## src/rtl/peaks_frame_mailbox.sv

```systemverilog
// Double-buffered mailbox between the peak finder and the host bus.
// Frames are published whole and stay locked until the host acknowledges them.
module peaks_frame_mailbox #(
    parameter int PEAKS      = 6,
    parameter int FREQ_WIDTH = 8,
    parameter int AMPL_WIDTH = 16,
    parameter int TIME_WIDTH = 32
) (
    input  logic                        clk,
    input  logic                        reset,
    input  logic                        valid_in,
    input  logic [TIME_WIDTH-1:0]       counter_in,
    input  logic [PEAKS*FREQ_WIDTH-1:0] freqs_in,
    input  logic [PEAKS*AMPL_WIDTH-1:0] ampls_in,
    input  logic                        chipselect,
    input  logic                        write,
    input  logic [7:0]                  address,
    input  logic [7:0]                  writedata,
    output logic [7:0]                  readdata,
    output logic                        irq
);

    typedef enum logic [1:0] {
        EMPTY = 2'd0,
        PUB   = 2'd1,
        PEND  = 2'd2
    } state_t;

    state_t state, state_nx;

    logic pub_sel;
    logic flip, cap, cap_bank, drop_inc;
    logic ack, clr;
    logic [7:0] seq, dropped, rd_byte;
    logic unused_wdata;

    logic [TIME_WIDTH-1:0] cnt_bank  [2];
    logic [FREQ_WIDTH-1:0] freq_bank [2][PEAKS];
    logic [15:0]           ampl_bank [2][PEAKS];
    logic [TIME_WIDTH-1:0] cnt_word;

    assign ack = chipselect & write & (address == 8'h80) & writedata[0];
    assign clr = chipselect & write & (address == 8'h80) & writedata[1];
    assign unused_wdata = ^writedata[7:2];

    always_comb begin
        state_nx = state;
        flip     = 1'b0;
        cap      = 1'b0;
        cap_bank = ~pub_sel;
        drop_inc = 1'b0;
        unique case (state)
            EMPTY: begin
                if (valid_in) begin
                    cap      = 1'b1;
                    flip     = 1'b1;
                    state_nx = PUB;
                end
            end
            PUB: begin
                if (valid_in) begin
                    cap = 1'b1;
                    if (ack) flip = 1'b1;
                    else     state_nx = PEND;
                end else if (ack) begin
                    state_nx = EMPTY;
                end
            end
            PEND: begin
                if (valid_in && ack) begin
                    // pending frame goes live; the freed bank takes the new one
                    cap      = 1'b1;
                    flip     = 1'b1;
                    cap_bank = pub_sel;
                end else if (valid_in) begin
                    cap      = 1'b1;
                    drop_inc = 1'b1;
                end else if (ack) begin
                    flip     = 1'b1;
                    state_nx = PUB;
                end
            end
            default: state_nx = EMPTY;
        endcase
    end

    always_ff @(posedge clk) begin
        if (reset) begin
            state   <= EMPTY;
            pub_sel <= 1'b0;
            seq     <= 8'd0;
            dropped <= 8'd0;
            irq     <= 1'b0;
        end else begin
            state <= state_nx;
            irq   <= (state_nx != EMPTY);
            if (flip) begin
                pub_sel <= ~pub_sel;
                seq     <= seq + 8'd1;
            end
            if (clr)
                dropped <= 8'd0;
            else if (drop_inc && dropped != 8'hFF)
                dropped <= dropped + 8'd1;
        end
    end

    always_ff @(posedge clk) begin
        if (cap) begin
            cnt_bank[cap_bank] <= counter_in;
            for (int k = 0; k < PEAKS; k++) begin
                freq_bank[cap_bank][k] <= freqs_in[k*FREQ_WIDTH +: FREQ_WIDTH];
                ampl_bank[cap_bank][k] <= ampls_in[k*AMPL_WIDTH + AMPL_WIDTH-16 +: 16];
            end
        end
    end

    assign cnt_word = cnt_bank[pub_sel];

    always_comb begin
        rd_byte = 8'd0;
        if (state != EMPTY) begin
            if (address < 8'd4) begin
                unique case (address[1:0])
                    2'd0: rd_byte = cnt_word[TIME_WIDTH-1  -: 8];
                    2'd1: rd_byte = cnt_word[TIME_WIDTH-9  -: 8];
                    2'd2: rd_byte = cnt_word[TIME_WIDTH-17 -: 8];
                    default: rd_byte = cnt_word[TIME_WIDTH-25 -: 8];
                endcase
            end
            for (int k = 0; k < PEAKS; k++) begin
                if (address == 8'(4 + k))
                    rd_byte = 8'(freq_bank[pub_sel][k]);
                if (address == 8'(10 + 4*k))
                    rd_byte = ampl_bank[pub_sel][k][15:8];
                if (address == 8'(11 + 4*k))
                    rd_byte = ampl_bank[pub_sel][k][7:0];
            end
        end
        if (address == 8'h80)
            rd_byte = {5'd0, dropped != 8'd0, state == PEND, state != EMPTY};
        if (address == 8'h81)
            rd_byte = dropped;
        if (address == 8'h82)
            rd_byte = seq;
        if (address[7:3] == 5'h1F) begin
            unique case (address[2:0])
                3'd0: rd_byte = 8'd42;
                3'd1: rd_byte = 8'd53;
                3'd2: rd_byte = 8'd84;
                3'd3: rd_byte = 8'd71;
                3'd4: rd_byte = 8'd7;
                3'd5: rd_byte = 8'd25;
                3'd6: rd_byte = 8'd48;
                default: rd_byte = 8'd96;
            endcase
        end
    end

    always_ff @(posedge clk) begin
        if (reset)
            readdata <= 8'd0;
        else if (chipselect && !write)
            readdata <= rd_byte;
    end

endmodule
```

## config.mk

```make
export PLATFORM = sky130hd
export DESIGN_NAME = peaks_frame_mailbox
export DESIGN_NICKNAME = d
export VERILOG_FILES = /design/src/rtl/peaks_frame_mailbox.sv
export SDC_FILE = /design/constraint.sdc
export NUM_CORES = 1
export LEC_CHECK = 0
export CAP_MARGIN = 20
export CORE_MARGIN = 10
export CORE_UTILIZATION = 50
export DETAILED_ROUTE_END_ITERATION = 10
export PLACE_DENSITY = 0.8
export SYNTH_ARGS = -nofsm -noshare
export SYNTH_HDL_FRONTEND = slang
export SYNTH_SLANG_ARGS = --single-unit
```

## constraint.sdc

```tcl
create_clock -name clk -period 13.4 [get_ports clk]
set_input_delay 2.68 -clock clk [delete_from_list [all_inputs] [get_ports clk]]
set_output_delay 2.68 -clock clk [all_outputs]
set_load 0.02 [all_outputs]
```

## Word-level counts from Yosys, hierarchy flattened

Memories as Yosys holds them, arrays and structs flattened. A register that Yosys moved wholly into a read port is not among the register bits.
Index checks and enable logic that the tools add are counted.

- Add/sub/neg operators: 2
- Magnitude comparators: 1
- Equality and inequality tests: 33
- Muxes and demuxes: 54
- Bitwise operators: 5
- Reductions and logical operators: 12

Operators by type and width:

| kind | number |
|---|---|
| 8-bit two-way mux | 24 |
| 8-bit by 5-bit equality test with 1-bit output (second input constant) | 8 |
| 7-bit one-hot mux with 7 select lines | 1 |
| 8-bit by 4-bit equality test with 1-bit output (second input constant) | 6 |
| 8-bit by 3-bit equality test with 1-bit output (second input constant) | 4 |
| 8-bit equality test (second input constant) | 3 |
| 8-bit one-hot mux with 3 select lines | 1 |
| 1-bit two-way mux | 18 |
| 8-bit by 1-bit adder with 8-bit output (second input constant) | 2 |
| 2-bit two-way mux | 7 |
| 3-bit equality test (second input constant) | 3 |
| 8-bit by 3-bit less-than comparator with 1-bit output (second input constant) | 1 |
| 8-bit != test (second input constant) | 1 |
| 8-bit nonzero test | 1 |
| 3-bit by 2-bit equality test with 1-bit output (second input constant) | 2 |
| 2-bit one-hot mux with 3 select lines | 1 |
| 5-bit equality test (second input constant) | 1 |
| 1-bit bitwise AND | 4 |
| 2-bit by 1-bit equality test with 1-bit output (second input constant) | 2 |
| 2-bit equality test (second input constant) | 2 |
| 2-bit logical NOT | 2 |
| 2-bit nonzero test | 2 |
| 2-bit OR reduction | 2 |
| 3-bit by 1-bit equality test with 1-bit output (second input constant) | 1 |
| 6 further kinds | 8 |

- Bits in registers: 28
- Memory bits (writable): 352
- Output and inout port bits: 9
- Memories kept: 3

Memories:

| name | depth | bits a word | rd ports | clocked after memory_dff | wr ports | RTL line | RTL |
|---|---|---|---|---|---|---|---|
| ampl_bank | 2 | 96 | 1 | 1 | 1 | 39 | `logic [15:0] ampl_bank [2][PEAKS];` |
| freq_bank | 2 | 48 | 1 | 1 | 1 | 38 | `logic [FREQ_WIDTH-1:0] freq_bank [2][PEAKS];` |
| cnt_bank | 2 | 32 | 1 | 1 | 1 | 37 | `logic [TIME_WIDTH-1:0] cnt_bank [2];` |

## Logic depth before layout (Yosys ltp)

Gate-level depths: netlist of run 1.

- Depth in word-level cells: 26
- Depth in mapped cells: 11
- Mapped depth without buffers: 8

## Worst setup path after synthesis of run 1

Ideal clock, no wire load.

- Path type: input to register
- Start point: input address[3]
- End point: memory ampl_bank[0][0] (netlist name), enable pin
- Library setup time: 0.736 ns
- Data arrival time: 11.666 ns
- Data required time: 12.664 ns
- Setup slack: 0.998 ns
- Cell stages on the path: 6
- Cell sequence: or4b_4 -> nor3_4 -> nand4_1 -> nor2_1 -> a21oi_1 -> nor2b_1

- Word-level cells in the longest chain between the ends: 8

RTL lines:

| what | RTL line | RTL |
|---|---|---|
| start: declaration | 17 | `input logic [7:0] address,` |
| 8-bit equality test * | 42 | `assign ack = chipselect & write & (address == 8'h80) & writedata[0];` |
| 1-bit bitwise AND * (2 in a row) | 42 |  |
| 1-bit logical AND * | 70 | `if (valid_in && ack) begin` |
| 1-bit two-way mux | 70 |  |
| 1-bit one-hot mux with 2 select lines | 52 | `unique case (state)` |
| 1-bit two-way mux | 109 | `if (cap) begin` |
| 1-bit two-way mux (implied by the code) | 113 | `ampl_bank[cap_bank][k] <= ampls_in[k*AMPL_WIDTH + AMPL_WIDTH-16 +: 16];` |
| end: declaration | 39 |  |

Mark *: on every way between the ends. The rest lies on a longest branch, timed or not.

## Worst setup path in the final report of run 1

- Start point: input address[2]
- End point: memory ampl_bank[1][65] (netlist name), enable pin

Same word-level chain as after synthesis.

==> results.sh, run 1 <==
export IMPL_status="complete, no violations"
export IMPL_syn_num_nets=1317
export IMPL_cts_htree_levels=2
export IMPL_synth_cell_types=78
export IMPL_clkPwrFrac_pct=38.2
export IMPL_ys_seq_area_share_pct=68.69
export IMPL_stdcell_count=1776
export IMPL_insertion_delay_ns=0.54
export IMPL_crit_arrival_ns=7.47
export IMPL_cp_end_kind="flip-flop"
export IMPL_layout_min_cycle_time_ns=7.318
export IMPL_areaGrowthSynthToFinish_pct=22.69
export IMPL_fin_area_um2=19920
export IMPL_core_rowCount=65
export IMPL_start_util_pct=51.05
export IMPL_hold_viol=0
export IMPL_gr_usage_all_layers_pct=21.04
export IMPL_grt_start_max_net_pins=85
export IMPL_synth_edff_count=352
export IMPL_p_switching_uw=679.9
export IMPL_insertedDiodeCount=0
export IMPL_setup_violations=0
export IMPL_powerDensity_nw_per_um2=144.7
export IMPL_first_global_vias=10893
export IMPL_hold_path_class="reg -> reg"
export IMPL_drive_gt1_share_pct=9.098
export IMPL_ys_top_cells_by_count="352 x edfxtp_1, 128 x mux2i_1, 60 x nand2_1, 60 x nor2_1, 52 x o21ai_0"
export IMPL_dieArea_um2=40070
export IMPL_clockBufferDepth=3
export IMPL_numCtsBuffers=40
export IMPL_synth_flop_cell="edfxtp_1"
export IMPL_p_comb_share_pct=11.6
export IMPL_syn_area_um2=16230
export IMPL_dieWidth_um=200.2
export IMPL_whs_ns=0.5048
export IMPL_drv_slew=0
export IMPL_core_area_um2=31800
export IMPL_cp_start_kind="primary input"
export IMPL_antenna_left=0
export IMPL_dp_cells=1701
export IMPL_wire_per_inst_um=24.90
export IMPL_route_vias_total=10815
export IMPL_synth_area_leader_cell="edfxtp_1"
export IMPL_ir_drop_v=0.0001168
export IMPL_synthArstFlopShare_pct=0
export IMPL_antenna_found_initial=1
export IMPL_routed_wl_um=44220
export IMPL_cts_root_buf="clkbuf_16"
export IMPL_viasPerCell=6.090
export IMPL_rrSetupSlack_ns=9.36
export IMPL_yosys_top_cells_area="edfxtp_1 65%, mux2i_1 7.9%, dfxtp_1 3.6%"
export IMPL_place_congestion=0.9910
export IMPL_synth_seq_cells=381
export IMPL_final_period_utilization_pct=54.61
export IMPL_post_cts_buffers=0
export IMPL_first_pass_iters=6
export IMPL_fillCellCount=2336
export IMPL_p_leak_nw=6.513
export IMPL_max_freq_mhz=136.6
export IMPL_clock_skew_ns=0.01169
export IMPL_ctsHoldBuffers=0
export IMPL_ctsResizeCount=0
export IMPL_hpwlAfterDp_um=30610
export IMPL_portBuffers=199
export IMPL_path_clk_slew_ns=0.06
export IMPL_cts_tree="built"
export IMPL_grt_ovfl_total=0
export IMPL_p_seq_share_pct=50.3
export IMPL_critPathRequiredTime_ns=13.56
export IMPL_ioPinCount=206
export IMPL_path_class="in -> reg"
export IMPL_p_int_mw=2.202
export IMPL_dieHeight_um=200.2
export IMPL_rsz0062_at_grt="false"
export IMPL_syn_avg_cell_area_um2=14.53
export IMPL_ys_warn_count=0
export IMPL_grt_first_pass_wirelength_um=65950
export IMPL_p_sw_share_pct=23.59
export IMPL_worstPathMaxFanout=64
export IMPL_synthCells=1117
export IMPL_synth_most_common_cell="edfxtp_1"
export IMPL_drc=0
export IMPL_place_area_um2=18580
export IMPL_worst_pin_slew_ns=1.284
export IMPL_fin_tns_setup_ns=0
export IMPL_max_cap_viol_count=0
export IMPL_slew_limit_headroom_pct=12.22
export IMPL_drt_iter0_markers=1395
export IMPL_utilization_pct=62.63
export IMPL_final_nets=1509
export IMPL_yosysTopAreaCellShare_pct=65.11
export IMPL_clock_sinks=381
-- final timing paths --
path	to	from	cells after the start
max reg2reg	readdata[5]$_SDFFE_PP0P_	flip-flop	8
min	seq[7]$_SDFFE_PP0P_	seq[7]$_SDFFE_PP0P_	2
max	ampl_bank[1][65]$_DFFE_PP_	address[2]	8
min reg2reg	seq[7]$_SDFFE_PP0P_	seq[7]$_SDFFE_PP0P_	2
-- logic make-up (layout without fill, tap and decap cells) --
family	count (synthesis)	count (layout)	synth area share, %
adder cells (fa/ha/maj)	3	3	0.2313
buffers and inverters	71	295	2.043
multiplexers	154	154	10.04
AND/OR/NAND/NOR	249	249	8.008
AO/OA/AOI/OAI	242	242	10.07
flip-flops	381	381	68.69
XOR/XNOR	17	17	0.9172
-- sequential cells by signal, indices dropped and copies added, names as in the netlist, named ones only --
| signal | flops |
|---|---|
| ampl_bank | 192 |
| cnt_bank | 64 |
| dropped | 8 |
| freq_bank | 96 |
| irq | 1 |
| pub_sel | 1 |
| readdata | 8 |
| seq | 8 |
| state | 2 |
-- layout make-up --
cell class	instances	area (um2)	share of cell area, %
Timing Repair Buffer	213	2107	10.58
Sequential cell	381	11150	56.01
Multi-Input combinational cell	665	4772	23.96
Tap cell	435	544.3	2.733
Clock buffer	50	1081	5.428
Inverter	8	30.03	0.1508
Clock inverter	24	227.7	1.143
-- power groups by stage --
stage               sequential [mW]  clock (mW)  combinational (mW)
floorplan                      1.48           0               0.196
global placement               1.47           0               0.323
detailed placement             1.47           0               0.328
CTS                            1.45        1.11               0.329
global route                   1.46        1.16               0.354
finish                         1.45        1.10               0.333
-- metal layers --
layer	GRT usage (%)	vias up	share of wire (%)
met5	0	-	0.029
met2	33.68	641	47
met4	6.623	2	2.9
li1	-	4798	-
met1	28.36	5266	41
met3	4.142	108	8.8
-- stage by stage --
step           total power, mW  worst slack, ns
6_report                 2.882            6.082
3_5_place_dp             1.802            5.562
5_1_grt                  2.969            5.786
4_1_cts                  2.891            6.130
3_3_place_gp             1.791            5.624
2_1_floorplan            1.672           0.9978
-- placed cells by master (no fill, tap or decap), drive strengths merged, types with 10 or more instances in the layout --
| master | instances |
|---|---|
| clkinv | 18 |
| nand4 | 12 |
| clkbuf | 50 |
| mux2i | 128 |
| a21oi | 48 |
| clkdlybuf4s50 | 197 |
| o211ai | 13 |
| nor2 | 60 |
| edfxtp | 352 |
| nand2 | 60 |
| mux2 | 21 |
| dfxtp | 29 |
| nor2b | 15 |
| a211oi | 19 |
| nand3 | 34 |
| buf | 16 |
| o2111ai | 10 |
| xor2 | 10 |
| o22ai | 18 |
| nor3 | 17 |
| o21ai | 55 |
-- critical path, cell delays in order --
cell and delay, ns:
clkdlybuf4s50_1 0.87, or4b_4 0.76, nor3_4 0.27, nand4_1 0.29, nand2_1 0.17, o211a_4 0.81, buf_4 0.70, buf_4 0.78
(Power assumes the default switching activity.)
==> inputs of run 2 (changes only) <==
clock period = 7.35 ns   (was 13.4 ns; I/O delays follow)
==> run 2 against run 1 <==
  * Final cell count decreased by 0.17%
  * Critical path type unchanged
  * Design area barely moved
  * Sequential share of layout area hardly changed
  * First-iteration DRC count rose by 2.2%
==> results.sh, run 2 (synthesized netlist as in run 1, its figures left out) <==
export IMPL_status="complete, no violations"
export IMPL_drv_slew=0
export IMPL_reg_largest_list="ampl_bank x192, freq_bank x96, cnt_bank x64"
export IMPL_critPathRequiredTime_ns=7.51
export IMPL_core_area_um2=31800
export IMPL_layout_common_cells="352 x edfxtp_1, 197 x clkdlybuf4s50_1, 128 x mux2i_1"
export IMPL_fillCellCount=2285
export IMPL_max_freq_mhz=203.5
export IMPL_top_register="ampl_bank"
export IMPL_p_sw_share_pct=23.51
export IMPL_final_period_utilization_pct=66.86
export IMPL_start_util_pct=51.05
export IMPL_cp_start_kind="primary input"
export IMPL_final_common_cell="edfxtp_1"
export IMPL_reg2reg_to="readdata[4]$_SDFFE_PP0P_"
export IMPL_hold_start="seq[7]$_SDFFE_PP0P_"
export IMPL_cts_tree="built"
export IMPL_dieArea_um2=40070
export IMPL_ctsResizeCount=0
export IMPL_worstPathCellList="clkdlybuf4s50_1, or4b_4, nor3_4, nand4_1, nand2_1, o211a_4, buf_12"
export IMPL_cts_htree_levels=2
export IMPL_dieWidth_um=200.2
export IMPL_p_seq_share_pct=50.6
export IMPL_crit_slowest_cell="clkdlybuf4s50_1"
export IMPL_p_leak_nw=6.505
export IMPL_final_nets=1508
export IMPL_dieHeight_um=200.2
export IMPL_first_pass_iters=5
export IMPL_hpwlAfterDp_um=30780
export IMPL_wire_per_inst_um=25.04
export IMPL_worst_pin_slew_ns=1.094
export IMPL_worstPathMaxFanout=119
export IMPL_drt_iter0_markers=1426
export IMPL_rrSetupSlack_ns=3.77
export IMPL_clockBufferDepth=3
export IMPL_route_vias_total=10846
export IMPL_cpPeakStageDelay_ns=0.90
export IMPL_crit_arrival_ns=5.07
export IMPL_ir_drop_v=0.0002166
export IMPL_p_int_mw=3.990
export IMPL_r2r_cells=8
export IMPL_drc=0
export IMPL_p_switching_mw=1.226
export IMPL_ctsHoldBuffers=0
export IMPL_numCtsBuffers=40
export IMPL_max_cap_viol_count=0
export IMPL_setup_violations=0
export IMPL_portBuffers=199
export IMPL_clock_sinks=381
export IMPL_clkPwrFrac_pct=37.6
export IMPL_rsz0062_at_grt="false"
export IMPL_slew_limit_headroom_pct=26.49
export IMPL_antenna_left=0
export IMPL_areaGrowthSynthToFinish_pct=22.67
export IMPL_path_class="in -> reg"
export IMPL_core_rowCount=65
export IMPL_cp_end_kind="flip-flop"
export IMPL_powerDensity_nw_per_um2=262.0
export IMPL_grt_first_pass_wirelength_um=66410
export IMPL_post_cts_buffers=0
export IMPL_hold_viol=0
export IMPL_gr_usage_all_layers_pct=21.28
export IMPL_p_comb_share_pct=11.8
export IMPL_largest_register_ffs=192
export IMPL_cts_root_buf="clkbuf_16"
export IMPL_fin_tns_setup_ns=0
export IMPL_antenna_found_initial=2
export IMPL_viasPerCell=6.117
export IMPL_fin_ws_ns=2.436
export IMPL_ioPinCount=206
export IMPL_drive_gt1_share_pct=8.670
export IMPL_dp_slack_ns=1.964
export IMPL_grt_start_max_net_pins=120
export IMPL_grt_ovfl_total=0
export IMPL_first_global_vias=10785
export IMPL_routed_wl_um=44390
export IMPL_hold_path_class="reg -> reg"
export IMPL_insertedDiodeCount=0
export IMPL_layout_min_cycle_time_ns=4.914
export IMPL_clock_skew_ns=0.01437
export IMPL_min_to="seq[7]$_SDFFE_PP0P_"
export IMPL_place_congestion=0.9783
export IMPL_path_clk_slew_ns=0.06
export IMPL_insertion_delay_ns=0.54
export IMPL_min_path_cells=2
[run 2: changes by cell type in the layout (fill, tap and decap cells not counted), moves of 5 or more]
cell      change
clkinv_2      -5
buf_12        +5
buf_4         -6
clkbuf_1      +7
clkinv_1      -5
[run 2: worst max-delay path: cells and delay by family]
family | cells | cell delay, ns
buffers and inverters | 2 | 1.37
AND/OR/NAND/NOR | 4 | 1.51
AO/OA/AOI/OAI | 1 | 0.47
[run 2: per-layer routing]
layer  vias up  global-route usage (%)  share of wire [%]
li1       4796                       -                  -
met1      5327                   28.90                 42
met2       618                   33.77                 47
met3       101                   4.610                8.5
met4         4                   6.105                2.9
met5         -                       0              0.059
[run 2: how the worst max path moves through the flow]
stage,startpoint,to,slack (ns),cells past startpoint
4_1_cts,address[2],ampl_bank[0][29]$_DFFE_PP_,2.46,8
3_3_place_gp,address[2],ampl_bank[0][29]$_DFFE_PP_,2.00,8
2_1_floorplan,address[3],ampl_bank[1][0]$_DFFE_PP_,0.71,5
6_report,address[2],ampl_bank[1][65]$_DFFE_PP_,2.44,7
3_5_place_dp,address[2],ampl_bank[0][29]$_DFFE_PP_,1.96,8
5_1_grt,address[2],freq_bank[0][21]$_DFFE_PP_,2.25,8
[run 2: layout make-up]
class	count	area [um2]	share of cell area [%]
Clock buffer	58	1110	5.573
Clock inverter	14	155.1	0.7791
Inverter	8	30.03	0.1508
Multi-Input combinational cell	665	4772	23.96
Sequential cell	381	11150	56.02
Timing Repair Buffer	212	2147	10.78
Tap cell	435	544.3	2.733
[run 2: per-stage QoR]
step                      area, um2  instances  hold WS (ns)  util, %  power, mW
after global placement        18640       1700        0.4950    58.60      3.273
after CTS                     19900       1772        0.5050    62.58      5.237
after global routing          19910       1773        0.5308    62.62      5.379
final                         19910       1773        0.5047    62.62      5.216
after floorplan               16240       1117        0.4541        -      3.033
after detailed placement      18640       1700        0.4906    58.60      3.292
[run 2: power groups by stage]
stage	clock, mW	combinational (mW)	sequential (mW)
after detailed placement	0	0.606	2.69
final	1.96	0.614	2.64
after CTS	1.98	0.612	2.64
after global routing	2.07	0.652	2.66
after global placement	0	0.597	2.68
after floorplan	0	0.359	2.67
==> inputs of run 3 (changes only) <==
PLACE_DENSITY = 0.83   (was 0.8)
clock period = 4.35 ns   (was 7.35 ns; I/O delays follow)
==> run 3 against run 2 <==
  * Utilization rose by 0.66 points
  * Worst setup slack got worse by 1.6 ns
  * First-iteration DRC count rose by 11%
  * Register-to-register slack got worse by 2.7 ns
  * Critical endpoint is now readdata[2]$_SDFFE_PP0P_
  * Via count rose by 1.4%
  * Sequential power rose by 69%
  * Non-clock buffer count rose by 35
  * Clock skew rose by 0.0082 ns
  * Combinational power rose by 79%
  * Total power rose by 65%
  * Wire length rose by 0.24%
  * Design area rose by 1.1%
  * Largest cell class unchanged
==> results.sh, run 3 (synthesized netlist as in run 1, its figures left out) <==
export IMPL_dieArea_um2=40070
export IMPL_first_global_vias=10947
export IMPL_dieWidth_um=200.2
export IMPL_numCtsBuffers=39
export IMPL_final_common_cell="edfxtp_1"
export IMPL_start_util_pct=51.05
export IMPL_dp_slack_ns=0.4805
export IMPL_top_register="ampl_bank"
export IMPL_fin_area_um2=20120
export IMPL_cts_root_buf="clkbuf_16"
export IMPL_crit_arrival_ns=3.96
export IMPL_hold_start="seq[7]$_SDFFE_PP0P_"
export IMPL_cts_htree_levels=2
export IMPL_final_period_utilization_pct=80.05
export IMPL_cp_start_kind="primary input"
export IMPL_layout_common_cells="352 x edfxtp_1, 197 x clkdlybuf4s50_1, 128 x mux2i_1"
export IMPL_antenna_found_initial=0
export IMPL_post_cts_buffers=0
export IMPL_final_nets=1542
export IMPL_fin_ws_ns=0.8677
export IMPL_dp_cells=1736
export IMPL_path_delay_family="compound AO/OA/AOI/OAI gates"
export IMPL_viasPerCell=6.090
export IMPL_fillCellCount=2254
export IMPL_worstPathCellList="clkdlybuf4s50_1, or4_1, a211oi_1, buf_4, o2111ai_1, o211ai_1, a21oi_1, o21ai_0, a31o_2"
export IMPL_cts_tree="built"
export IMPL_insertion_delay_ns=0.54
export IMPL_dieHeight_um=200.2
export IMPL_grt_ovfl_total=0
export IMPL_layout_min_cycle_time_ns=3.482
export IMPL_clock_sinks=381
export IMPL_route_vias_total=10993
export IMPL_ioPinCount=206
export IMPL_slew_limit_headroom_pct=37.65
export IMPL_worstPathMaxFanout=17
export IMPL_worst_pin_slew_ns=0.9352
export IMPL_drc=0
export IMPL_portBuffers=199
export IMPL_setup_violations=0
export IMPL_hold_viol=0
export IMPL_gr_usage_all_layers_pct=21.22
export IMPL_fin_tns_setup_ns=0
export IMPL_place_area_um2=18970
export IMPL_routed_wl_um=44500
export IMPL_cp_end_kind="flip-flop"
export IMPL_clock_skew_ns=0.02257
export IMPL_drv_slew=0
export IMPL_ir_drop_v=0.0003102
export IMPL_grt_start_max_net_pins=81
export IMPL_powerDensity_nw_per_um2=427.9
export IMPL_max_freq_mhz=287.2
export IMPL_clockBufferDepth=3
export IMPL_drt_iter0_markers=1578
export IMPL_largest_register_ffs=192
export IMPL_ctsResizeCount=0
export IMPL_grt_first_pass_wirelength_um=66260
export IMPL_reg_largest_list="ampl_bank x192, freq_bank x96, cnt_bank x64"
export IMPL_max_cap_viol_count=0
export IMPL_cpPeakStageDelay_ns=0.92
export IMPL_critPathLaunch="address[5]"
export IMPL_wire_per_inst_um=24.65
export IMPL_p_leak_nw=6.650
export IMPL_place_congestion=0.9737
export IMPL_path_class="in -> reg"
export IMPL_areaGrowthSynthToFinish_pct=23.97
export IMPL_core_area_um2=31800
export IMPL_first_pass_iters=6
export IMPL_stdcell_count=1805
export IMPL_critPathRequiredTime_ns=4.83
export IMPL_hold_path_class="reg -> reg"
export IMPL_hpwlAfterDp_um=31960
export IMPL_rsz0062_at_grt="false"
export IMPL_antenna_left=0
export IMPL_critPathBufInv=2
export IMPL_status="complete, no violations"
export IMPL_path_clk_slew_ns=0.06
export IMPL_ctsHoldBuffers=0
export IMPL_drive_gt1_share_pct=11.10
export IMPL_crit_slowest_cell="or4_1"
export IMPL_core_rowCount=65
-- run 3: cell count changes in the layout (fill, tap and decap cells not counted), sizes merged --
cell          delta
clkbuf           -5
clkinvlp         -2
buf             +36
diode            +1
inv              -1
bufinv           -3
dlymetal6s2s     -1
clkinv           +7
-- run 3: report_power, final --
group	leakage, nW	internal, mW	switching (mW)
Sequential	3.54	4.35	0.119
Clock	0.571	1.72	1.32
Combinational	2.54	0.480	0.620
Total	6.65	6.55	2.06
-- run 3: path summary, 6_finish.rpt --
check                             endpoint  slack (ns)  cells past startpoint
hold reg to reg        seq[7]$_SDFFE_PP0P_        0.50                      2
setup / recovery  readdata[2]$_SDFFE_PP0P_        0.87                      9
hold / removal         seq[7]$_SDFFE_PP0P_        0.50                      2
setup reg to reg  readdata[3]$_SDFFE_PP0P_        1.06                      7
-- run 3: per-layer routing --
metal	wire length [um]	vias to the layer above	GRT usage, %
met3	4386	117	4.481
li1	-	4874	-
met1	17570	5300	27.63
met4	1331	0	6.487
met5	0	-	0
met2	21210	702	34.94
-- run 3: through the flow --
stage	hold slack (ns)	power [mW]	util, %
finish	0.5016	8.611	63.29
CTS	0.4904	8.651	63.28
global route	0.4986	8.874	63.28
global placement	0.4730	5.586	59.65
detailed placement	0.4791	5.623	59.65
floorplan	0.4541	5.112	-
-- run 3: final cells by class --
cell class	count	area (um2)	share of cell area, %
Tap cell	435	544.3	2.705
Clock inverter	15	83.83	0.4166
Antenna cell	1	2.502	0.01243
Multi-Input combinational cell	665	4772	23.71
Timing Repair Buffer	247	2467	12.26
Clock buffer	53	1070	5.316
Sequential cell	381	11150	55.43
Inverter	8	30.03	0.1492
-- run 3: worst min-delay path: stages, from the launching register on --
cell	delay [ns]
dfxtp_1	0.33
nand3b_1	0.09
nand2_1	0.04
